### src/rtl/vga_timing_pkg.sv
// Default 640x480@60 raster timing constants and the visible/sync window decode
// shared by the VGA timing generator.
package vga_timing_pkg;

  typedef logic [9:0] coord_t;

  localparam int H_VISIBLE  = 640;
  localparam int H_FRONT    = 16;
  localparam int H_SYNC     = 96;
  localparam int H_BACK     = 48;
  localparam int H_TOTAL    = H_VISIBLE + H_FRONT + H_SYNC + H_BACK;

  localparam int V_VISIBLE  = 480;
  localparam int V_FRONT    = 10;
  localparam int V_SYNC     = 2;
  localparam int V_BACK     = 33;
  localparam int V_TOTAL    = V_VISIBLE + V_FRONT + V_SYNC + V_BACK;

  localparam int SYNC_DELAY = 2;

  localparam int H_SYNC_START = H_VISIBLE + H_FRONT;
  localparam int H_SYNC_END   = H_SYNC_START + H_SYNC - 1;
  localparam int V_SYNC_START = V_VISIBLE + V_FRONT;
  localparam int V_SYNC_END   = V_SYNC_START + V_SYNC - 1;

  function automatic logic in_window(input coord_t pos, input coord_t lo, input coord_t hi);
    return (pos >= lo) && (pos <= hi);
  endfunction

  function automatic logic is_visible(input coord_t x, input coord_t y,
                                      input coord_t x_lim, input coord_t y_lim);
    return (x < x_lim) && (y < y_lim);
  endfunction

endpackage

### src/rtl/sync_delay_line.sv
// Shift register that realigns the sync pair with the downstream mapper pipeline;
// resets to all ones so the active-low syncs stay deasserted.
module sync_delay_line #(
  parameter int WIDTH = 2,
  parameter int DEPTH = 2
) (
  input  logic             vga_clk,
  input  logic             reset,
  input  logic [WIDTH-1:0] din,
  output logic [WIDTH-1:0] dout
);

  generate
    if (DEPTH == 0) begin : g_wire
      logic unused_ok;
      assign unused_ok = vga_clk ^ reset;
      assign dout = din;
    end else begin : g_pipe
      logic [WIDTH-1:0] stage [DEPTH];

      always_ff @(posedge vga_clk or posedge reset) begin
        if (reset) begin
          for (int i = 0; i < DEPTH; i++) stage[i] <= '1;
        end else begin
          stage[0] <= din;
          for (int i = 1; i < DEPTH; i++) stage[i] <= stage[i-1];
        end
      end

      assign dout = stage[DEPTH-1];
    end
  endgenerate

endmodule

### src/rtl/vga_timing_gen.sv
// Raster timing source: pixel/line counters with registered blank, sync and
// strobe decode, plus a frame counter for animation logic.
module vga_timing_gen #(
  parameter int H_VISIBLE  = vga_timing_pkg::H_VISIBLE,
  parameter int H_FRONT    = vga_timing_pkg::H_FRONT,
  parameter int H_SYNC     = vga_timing_pkg::H_SYNC,
  parameter int H_BACK     = vga_timing_pkg::H_BACK,
  parameter int V_VISIBLE  = vga_timing_pkg::V_VISIBLE,
  parameter int V_FRONT    = vga_timing_pkg::V_FRONT,
  parameter int V_SYNC     = vga_timing_pkg::V_SYNC,
  parameter int V_BACK     = vga_timing_pkg::V_BACK,
  parameter int SYNC_DELAY = vga_timing_pkg::SYNC_DELAY
) (
  input  logic        vga_clk,
  input  logic        reset,
  output logic [9:0]  DrawX,
  output logic [9:0]  DrawY,
  output logic        blank,
  output logic        hs,
  output logic        vs,
  output logic        line_start,
  output logic        frame_start,
  output logic [15:0] frame_count
);

  import vga_timing_pkg::*;

  localparam coord_t H_LAST   = 10'(H_VISIBLE + H_FRONT + H_SYNC + H_BACK - 1);
  localparam coord_t V_LAST   = 10'(V_VISIBLE + V_FRONT + V_SYNC + V_BACK - 1);
  localparam coord_t H_VIS    = 10'(H_VISIBLE);
  localparam coord_t V_VIS    = 10'(V_VISIBLE);
  localparam coord_t HS_FIRST = 10'(H_VISIBLE + H_FRONT);
  localparam coord_t HS_LAST  = 10'(H_VISIBLE + H_FRONT + H_SYNC - 1);
  localparam coord_t VS_FIRST = 10'(V_VISIBLE + V_FRONT);
  localparam coord_t VS_LAST  = 10'(V_VISIBLE + V_FRONT + V_SYNC - 1);

  coord_t     x_next;
  coord_t     y_next;
  logic       hs_raw;
  logic       vs_raw;
  logic [1:0] sync_out;
  logic       at_origin;

  // Every output is decoded from the next count so it lands in the same cycle as it.
  always_comb begin
    x_next = DrawX + 10'd1;
    y_next = DrawY;
    if (DrawX == H_LAST) begin
      x_next = '0;
      y_next = (DrawY == V_LAST) ? '0 : DrawY + 10'd1;
    end
  end

  assign at_origin = (x_next == '0) && (y_next == '0);

  // Reset parks the counters on the last pixel so the first edge enters (0,0).
  always_ff @(posedge vga_clk or posedge reset) begin
    if (reset) begin
      DrawX       <= H_LAST;
      DrawY       <= V_LAST;
      blank       <= 1'b0;
      hs_raw      <= 1'b1;
      vs_raw      <= 1'b1;
      line_start  <= 1'b0;
      frame_start <= 1'b0;
      frame_count <= '0;
    end else begin
      DrawX       <= x_next;
      DrawY       <= y_next;
      blank       <= is_visible(x_next, y_next, H_VIS, V_VIS);
      hs_raw      <= ~in_window(x_next, HS_FIRST, HS_LAST);
      vs_raw      <= ~in_window(y_next, VS_FIRST, VS_LAST);
      line_start  <= (x_next == '0);
      frame_start <= at_origin;
      if (at_origin) frame_count <= frame_count + 16'd1;
    end
  end

  sync_delay_line #(
    .WIDTH(2),
    .DEPTH(SYNC_DELAY)
  ) u_sync_delay (
    .vga_clk(vga_clk),
    .reset  (reset),
    .din    ({hs_raw, vs_raw}),
    .dout   (sync_out)
  );

  assign hs = sync_out[1];
  assign vs = sync_out[0];

endmodule

### config.mk
export PLATFORM = sky130hd
export DESIGN_NAME = vga_timing_gen
export DESIGN_NICKNAME = d
export VERILOG_FILES = /design/src/rtl/vga_timing_pkg.sv /design/src/rtl/sync_delay_line.sv /design/src/rtl/vga_timing_gen.sv
export SDC_FILE = /design/constraint.sdc
export NUM_CORES = 1
export LEC_CHECK = 0
export BUFFER_PORTS_ARGS = -buffer_cell sky130_fd_sc_hd__buf_2
export CAP_MARGIN = 40
export CORE_MARGIN = 4
export CORE_UTILIZATION = 40
export DETAILED_ROUTE_END_ITERATION = 12
export SYNTH_ARGS = -nofsm -noshare
export SYNTH_HDL_FRONTEND = slang
export SYNTH_SLANG_ARGS = --single-unit
### constraint.sdc
create_clock -name vga_clk -period 2.95 [get_ports vga_clk]
set_input_delay 0.1475 -clock vga_clk [delete_from_list [all_inputs] [get_ports vga_clk]]
set_output_delay 0.1475 -clock vga_clk [all_outputs]
set_load 0.005 [all_outputs]
### Yosys cells after proc, flatten, opt, wreduce, memory -nomap -nowiden

Index checks and enable logic that the tools add are counted.

* add/subtract/negate cells: 3
* multipliers: 0
* div/mod/pow operators: 0
* magnitude comparators: 6
* eq/ne operators: 2
* shift operators: 0
* mux-type cells: 3
* bitwise operators: 2
* reductions and logical operators: 6

Operators by type and width (number)
* 2-to-1 mux 10 bit: 3
* adder 10 x 1 -> 10 bit (second input constant): 2
* == test 10 bit (second input constant): 2
* zero test 10 bit: 2
* adder 16 x 1 -> 16 bit (second input constant): 1
* greater-or-equal comparator 10 bit (second input constant): 1
* greater-or-equal comparator 10 x 9 -> 1 bit (second input constant): 1
* <= comparator 10 bit (second input constant): 1
* <= comparator 10 x 9 -> 1 bit (second input constant): 1
* less-than comparator 10 bit (second input constant): 1
* less-than comparator 10 x 9 -> 1 bit (second input constant): 1
* logical AND 1 bit: 4
* NOT 1 bit: 2

* register bits: 45
* bits in latches: 0
* RAM bits: 0
* bits in read-only memories: 0
* bits of input ports: 2
* word-level logic and storage cells: 32
* memories kept: 0

### Depth between registers and ports, before layout

Gate-level depths: netlist of the first run.

* word-level depth: 6
* depth in mapped cells: 10

### Modules after synthesis

Synthesis of the first run repeated with hierarchy kept, for this count alone.

* cell total of the unflattened synthesis: 248
* area, all modules: 2497.4 µm²

By module, submodules not included
* vga_timing_gen: times used 1, cells each 241, area an instance 2373.5 µm², sequential area each 1041.0 µm²
* sync_delay_line: times used 1, cells each 7, area an instance 123.9 µm², sequential area each 105.1 µm²

### Least setup slack after synthesis of the first run

OpenSTA, ideal clock, no wires.

* kind: register -> register
* start: register DrawX[0]
* end: register frame_count[8]
* library setup time: 0.079 ns
* arrival time: 2.731 ns
* required time: 2.871 ns
* setup slack: 0.140 ns
* cell stages (with the launch flop): 10
* buffers on the path: 1
* period minus slack after synthesis: 2.810 ns
* path through: dfstp_2 > ha_1 > nand3_1 > or4_4 > o21a_1 > nor4_2 > nand4_2 > buf_6 > nor4_2 > xor2_1

* cells in the longest elaborated chain, start to end: 4
* elaborated cells between the ends (all ways): 7
* those cells by class: 1 x add/sub; 1 x eq/ne; 2 x mux; 3 x reduce/logical

RTL lines
* start, declared: RTL line vga_timing_gen.sv:16 `output logic [9:0] DrawX,`
* start signal, assigned: RTL line vga_timing_gen.sv:68 `DrawX <= x_next;`
* adder 10 x 1 -> 10 bit / == test 10 bit (equally long branches): RTL line vga_timing_gen.sv:46, vga_timing_gen.sv:48
* 2-to-1 mux 10 bit: RTL line vga_timing_gen.sv:48 `if (DrawX == H_LAST) begin`
* zero test 10 bit: RTL line vga_timing_gen.sv:54 `assign at_origin = (x_next == '0) && (y_next == '0);`
* logical AND 1 bit *: RTL line vga_timing_gen.sv:54
* end signal, assigned: RTL line vga_timing_gen.sv:75 `if (at_origin) frame_count <= frame_count + 16'd1;`
* end, declared: RTL line vga_timing_gen.sv:23 `output logic [15:0] frame_count`

Every way passes the cells marked *; elsewhere a longest branch is shown, timed or not.
A chain may end at the register's enable or synchronous reset.

### Final worst setup path of the first run

* start: register DrawX[4]
* end: register frame_count[14]

The elaborated chain is that of the path after synthesis.

==> impl_metrics.env, run 1 <==
export IMPL_status="complete, no violations"
export IMPL_drt_iter0_drc=105
export IMPL_start_kind="flip-flop"
export IMPL_syn_num_nets=235
export IMPL_core_region_area_um2=5610
export IMPL_synthCells=228
export IMPL_combinationalPowerShare_pct=1.6
export IMPL_die_area_um2=7200
export IMPL_cp_num_buf_inv=1
export IMPL_synthesis_area_um2=2360
export IMPL_multi_input_area_um2=1160
export IMPL_grt_pass1_vias=1845
export IMPL_sw_frac_of_total_pct=22.8
export IMPL_synth_area_top_cells="dfrtp_1 (31%), dfstp_2 (18%), xor2_1 (6.7%)"
export IMPL_cts_sinks=45
export IMPL_period_needed_ns=2.83
export IMPL_wirelength_um=5570
export IMPL_ios=43
export IMPL_cts_buffers=5
export IMPL_yosysSeqAreaShare_pct=48.5
export IMPL_setup_violations_final=0
export IMPL_ir_drop_mv=0.176
export IMPL_yosys_warnings=0
export IMPL_n_antenna_cell=0
export IMPL_power_w=0.00102
export IMPL_intPower_w=0.000790
export IMPL_ys_types=50
export IMPL_drc=0
export IMPL_clock_skew_ns=0.0100
export IMPL_period_share_pct=95.9
export IMPL_antenna_found_initial=0
export IMPL_area_delta_synth_final_pct=22.0
export IMPL_ys_seq_elements=45
export IMPL_cts_path_max_buffers=2
export IMPL_synth_commonest_cells="dfrtp_1 (29), nand2_1 (18), xor2_1 (18), dfstp_2 (16), nor3_1 (15)"
export IMPL_drtPass1Iterations=4
export IMPL_synth_edf_count=0
export IMPL_wl_per_cell_um=15.6
export IMPL_die_w_um=84.8
export IMPL_hold_path_depth=0
export IMPL_regArea_um2=1150
export IMPL_gr_usage_all_layers_pct=16.0
export IMPL_path_depth=8
export IMPL_final_nets=291
export IMPL_cts_clk_slew_worst_paths_ns=0.09
export IMPL_place_port_buffers=42
export IMPL_reg2reg_depth=8
export IMPL_crit_chain="or3b_4, or4_4, o21a_1, nor4_2, nand4_2, buf_6, nor4b_2, xor2_1"
export IMPL_min_path_type="flip-flop to flip-flop"
export IMPL_grt_max_degree=25
export IMPL_switchingPower_w=0.000234
export IMPL_grt_pass1_wl_um=9250
export IMPL_final_util_pct=51.4
export IMPL_maxSlewViolCount=0
export IMPL_path_class="flip-flop to flip-flop"
export IMPL_worst_setup_path_end_kind="flip-flop"
export IMPL_worst_skew_pair_late_latency_ns=0.30
export IMPL_drive_above_1_share_pct=35.8
export IMPL_worstPathRequired_ns=3.17
export IMPL_fillers=550
export IMPL_slew_headroom_pct=63.3
export IMPL_p_per_area_nw_per_um2=355
export IMPL_clkPwrFrac_pct=38.1
export IMPL_synthDominantCellAreaShare_pct=30.7
export IMPL_max_freq_mhz=353
export IMPL_vias_per_cell=5.45
export IMPL_critPathMaxStageDelay_ns=0.56
export IMPL_hpwlAfterDp_um=4120
export IMPL_cp_slowest_cell="or4_4"
export IMPL_postRouteAntennaNets=0
export IMPL_synthMostInstantiatedCell="dfrtp_1"
export IMPL_finalWeightedCongestion=0.826
export IMPL_yosys_area_top_type="dfrtp_1"
export IMPL_async_flop_share_pct=100
export IMPL_cp_arrival_ns=3.05
export IMPL_initial_core_util_pct=42.1
export IMPL_cp_max_fo=14
export IMPL_seqPwrFrac_pct=60.3
export IMPL_cts_tree="done"
export IMPL_tightest_slew_ns=0.547
export IMPL_ys_flop_type="dfrtp_1"
export IMPL_hold_violations=0
export IMPL_gr_total_overflow=0
export IMPL_critPathTopFamily="simple AND/OR/NAND/NOR gates"
export IMPL_drv_cap=0
export IMPL_die_h_um=84.8
export IMPL_htree_levels=2
export IMPL_syn_area_per_cell_um2=10.4
export IMPL_clockRootBuffer="clkbuf_8"
export IMPL_num_rows=27
export IMPL_post_cts_setup_buffer_count=0
export IMPL_leakage_nw=1.35
export IMPL_dr_total_vias=1946
-- power by group through the flow --
| stage | Sequential [W] | Combinational [W] | Clock [W] |
|---|---|---|---|
| 4_1_cts | 0.000618 | 0.0000179 | 0.000404 |
| 5_1_grt | 0.000618 | 0.0000199 | 0.000439 |
| 3_5_place_dp | 0.000629 | 0.0000170 | 0 |
| 6_report | 0.000618 | 0.0000166 | 0.000390 |
| 2_1_floorplan | 0.000629 | 0.00000886 | 0 |
| 3_3_place_gp | 0.000629 | 0.0000136 | 0 |
-- through the flow --
step | TNS [ns] | instances | hold WS [ns] | setup WS [ns] | instance area (µm²)
6_report | 0 | 357 | 0.359 | 0.120 | 2880
3_3_place_gp | 0 | 347 | 0.346 | 0.141 | 2720
2_1_floorplan | 0 | 228 | 0.345 | 0.140 | 2360
5_1_grt | -0.0188 | 357 | 0.365 | -0.0188 | 2880
4_1_cts | 0 | 357 | 0.360 | 0.0508 | 2840
3_5_place_dp | 0 | 348 | 0.206 | 0.0812 | 2740
-- routing by layer --
| metal | vias up | routed length [µm] | track usage (%) |
|---|---|---|---|
| met5 | - | 0 | 0 |
| met4 | 0 | 84 | 5.61 |
| met3 | 6 | 231 | 3.50 |
| met2 | 37 | 2650 | 25.6 |
| met1 | 962 | 2600 | 21.6 |
| li1 | 941 | - | - |
-- cell families (layout without fill, tap and decap cells) --
family                   count (synthesis)  after routing  synth area share, %
AND/OR/NAND/NOR                        100            100                 25.4
adder cells (fa/ha/maj)                  5              5                 2.65
flip-flops                              45             45                 48.5
AO/OA/AOI/OAI                           29             29                 8.80
buffers and inverters                   21             78                 4.08
multiplexers                             2              2                0.901
XOR/XNOR                                26             26                 9.65
-- path summary, 6_finish.rpt --
path	to	startpoint	slack (ns)
max	frame_count[14]	DrawX[4]	0.12
min	u_sync_delay.g_pipe.stage[2]	vs_raw	0.36
max reg2reg	frame_count[14]	DrawX[4]	0.12
min reg2reg	u_sync_delay.g_pipe.stage[2]	vs_raw	0.36
max in group asynchronous	DrawX[3]	reset	1.97
min in group asynchronous	DrawX[6]	reset	0.42
-- sequential cells by signal (all words and copies together), names as in the netlist --
name	flops
u_sync_delay.dout	2
u_sync_delay.g_pipe.stage	2
frame_count	16
hs_raw	1
frame_start	1
DrawY	10
blank	1
DrawX	10
line_start	1
vs_raw	1
-- placed cells by master, fill, tap and decap left out, drive strengths merged, types with 3 or more instances in the layout --
cell type  synthesis  final
buf                4     57
dfrtp             29     29
nand2             18     18
xor2              18     18
dfstp             16     16
nor3              15     15
nor2              12     12
inv               12     12
nand3             10     10
nor4               9      9
xnor2              8      8
nand4              8      8
a31oi              6      6
ha                 5      5
clkbuf             5      5
o21ai              5      5
and3               4      4
nand4b             4      4
a21oi              4      4
and4               4      4
nor3b              3      3
a211oi             3      3
clkinv             0      3
-- area by class of cell --
type / instances / share of cell area, %
Inverter: 12 / 1.56
Multi-Input combinational cell: 162 / 40.3
Timing Repair Buffer: 58 / 12.1
Sequential cell: 45 / 39.8
Clock inverter: 3 / 0.782
Clock buffer: 5 / 2.39
Tap cell: 72 / 3.13
-- what timing repair did --
action | CTS | global route
hold buffers | 1 | 0
setup endpoints to repair | 0 | 15
resized for setup | 0 | 9
endpoints found under the hold margin | 10 | 0
(Power assumes the default switching activity.)
==> run 2, diff against run 1 <==
--- a/config.mk
+++ b/config.mk
@@ -7,9 +7,12 @@
 export LEC_CHECK = 0
 export BUFFER_PORTS_ARGS = -buffer_cell sky130_fd_sc_hd__buf_2
 export CAP_MARGIN = 40
+export CORE_ASPECT_RATIO = 2
 export CORE_MARGIN = 4
-export CORE_UTILIZATION = 40
+export CORE_UTILIZATION = 50
 export DETAILED_ROUTE_END_ITERATION = 12
+export MAX_ROUTING_LAYER = met4
+export PLACE_DENSITY = 0.76
 export SYNTH_ARGS = -nofsm -noshare
 export SYNTH_HDL_FRONTEND = slang
 export SYNTH_SLANG_ARGS = --single-unit
==> run 2 against run 1 <==
Final area is 0.61% higher. Clock-buffer cell count stayed put. Sequential share of layout area is 0.24 points lower. Critical endpoint is now frame_count[10].
==> impl_metrics.env, run 2 (synthesis results as in run 1) <==
export IMPL_drv_cap=0
export IMPL_core_region_area_um2=4600
export IMPL_setup_ws_ns=0.0867
export IMPL_clockRootBuffer="clkbuf_8"
export IMPL_n_antenna_cell=0
export IMPL_finalWeightedCongestion=0.915
export IMPL_cp_arrival_ns=3.09
export IMPL_die_h_um=105
export IMPL_design_area_um2=2900
export IMPL_cts_tree="done"
export IMPL_grt_max_degree=46
export IMPL_drc=0
export IMPL_postRouteAntennaNets=0
export IMPL_final_util_pct=63.0
export IMPL_cts_buffers=5
export IMPL_period_needed_ns=2.86
export IMPL_wl_per_cell_um=18.0
export IMPL_setup_violations_final=0
export IMPL_critPathMaxStageDelay_ns=0.58
export IMPL_path_class="flip-flop to flip-flop"
export IMPL_place_port_buffers=42
export IMPL_fillers=414
export IMPL_worst_setup_path_end_kind="flip-flop"
export IMPL_layout_commonest_cell="buf_2"
export IMPL_num_rows=35
export IMPL_vias_per_cell=5.92
export IMPL_final_cell_mix="buf_2 (42), dfrtp_1 (29), nand2_1 (18), xor2_1 (18)"
export IMPL_largest_reg_flops=16
export IMPL_die_area_um2=5950
export IMPL_cts_path_max_buffers=2
export IMPL_rsz0062_at_grt="true"
export IMPL_hold_ws_ns=0.359
export IMPL_start_kind="flip-flop"
export IMPL_antenna_found_initial=0
export IMPL_min_path_type="flip-flop to flip-flop"
export IMPL_slew_headroom_pct=63.3
export IMPL_ios=43
export IMPL_worst_skew_pair_late_latency_ns=0.31
export IMPL_area_delta_synth_final_pct=22.8
export IMPL_die_w_um=56.6
export IMPL_maxSlewViolCount=0
export IMPL_tightest_slew_ns=0.551
export IMPL_gr_total_overflow=0
export IMPL_power_w=0.00102
export IMPL_gr_usage_all_layers_pct=21.8
export IMPL_grt_pass1_wl_um=9810
export IMPL_post_place_ws_ns=0.00609
export IMPL_htree_levels=2
export IMPL_cp_num_buf_inv=1
export IMPL_period_share_pct=97.1
export IMPL_cts_sinks=45
export IMPL_ir_drop_mv=0.250
export IMPL_largestRegisters="frame_count x16, DrawX x10, DrawY x10"
export IMPL_critPathTopFamily="simple AND/OR/NAND/NOR gates"
export IMPL_p_per_area_nw_per_um2=353
export IMPL_drtPass1Iterations=4
export IMPL_cts_clk_slew_worst_paths_ns=0.09
export IMPL_top_register="frame_count"
export IMPL_cp_slowest_cell="or4_4"
export IMPL_leakage_nw=1.36
export IMPL_crit_chain="ha_1, nand3_1, or4_4, nor3_2, xnor2_1, a21oi_2, buf_4, nor4_2, xnor2_1"
export IMPL_wirelength_um=6140
export IMPL_status="complete, no violations"
export IMPL_hpwlAfterDp_um=4570
export IMPL_drt_iter0_drc=89
export IMPL_drive_above_1_share_pct=36.6
export IMPL_clock_skew_ns=0.00917
export IMPL_cp_max_fo=15
export IMPL_hold_violations=0
export IMPL_final_nets=293
export IMPL_crit_top_cell="xnor2_1"
export IMPL_worstPathRequired_ns=3.18
export IMPL_dr_total_vias=2026
export IMPL_grt_pass1_vias=2070
export IMPL_place_area_um2=2700
export IMPL_initial_core_util_pct=51.3
export IMPL_max_freq_mhz=349
==> run 2: cell count changes in the layout (fill, tap and decap cells not counted), sizes merged <==
cell      previous run  this run
buf                 57        59
clkinv               3         2
clkinvlp             0         1
==> run 2: routing by layer <==
layer | vias to the layer above | global-route usage [%] | part of all wire [%]
li1 | 948 | - | -
met1 | 981 | 20.8 | 35
met2 | 76 | 40.0 | 57
met3 | 21 | 2.72 | 4.6
met4 | 0 | 12.6 | 3.9
met5 | - | - | 0
==> run 2: through the flow <==
step | setup TNS (ns) | instances
finish | 0 | 342
global route | -0.183 | 342
CTS | 0 | 340
detailed placement | 0 | 331
global placement | 0 | 331
floorplan | 0 | 228
==> run 2: cell type report <==
cell class / count / area [µm²] / area share, %
sequential: 45 / 1150 / 39.5
clock buffer: 5 / 68.8 / 2.37
inverter: 12 / 45.0 / 1.55
clock inverter: 3 / 21.3 / 0.734
multi-input combinational: 162 / 1200 / 41.3
timing repair buffer: 60 / 352 / 12.1
tap: 55 / 68.8 / 2.37
==> run 2: power breakdown <==
| part | total, W | internal [W] | switching, W |
|---|---|---|---|
| clock | 0.000391 | 0.000168 | 0.000223 |
| combinational | 0.0000140 | 0.00000231 | 0.0000117 |
| sequential | 0.000618 | 0.000618 | 0 |
==> run 2: path summary, 6_finish.rpt <==
kind	from	to	slack, ns	depth (start not counted)
max	DrawX[1]	frame_count[10]	0.09	9
max in group asynchronous	reset	DrawX[3]	2.04	4
min	hs_raw	u_sync_delay.g_pipe.stage[3]	0.36	0
min reg2reg	hs_raw	u_sync_delay.g_pipe.stage[3]	0.36	0
max reg2reg	DrawX[1]	frame_count[10]	0.09	9
min in group asynchronous	reset	blank	0.52	4
==> run 2: what timing repair did <==
action / CTS / global route
pin swaps: 0 / 1
hold buffers: 1 / 0
endpoints found under the setup margin: 2 / 14
gates resized for setup: 1 / 12
buffers inserted: 0 / 2
hold endpoints to repair: 29 / 0
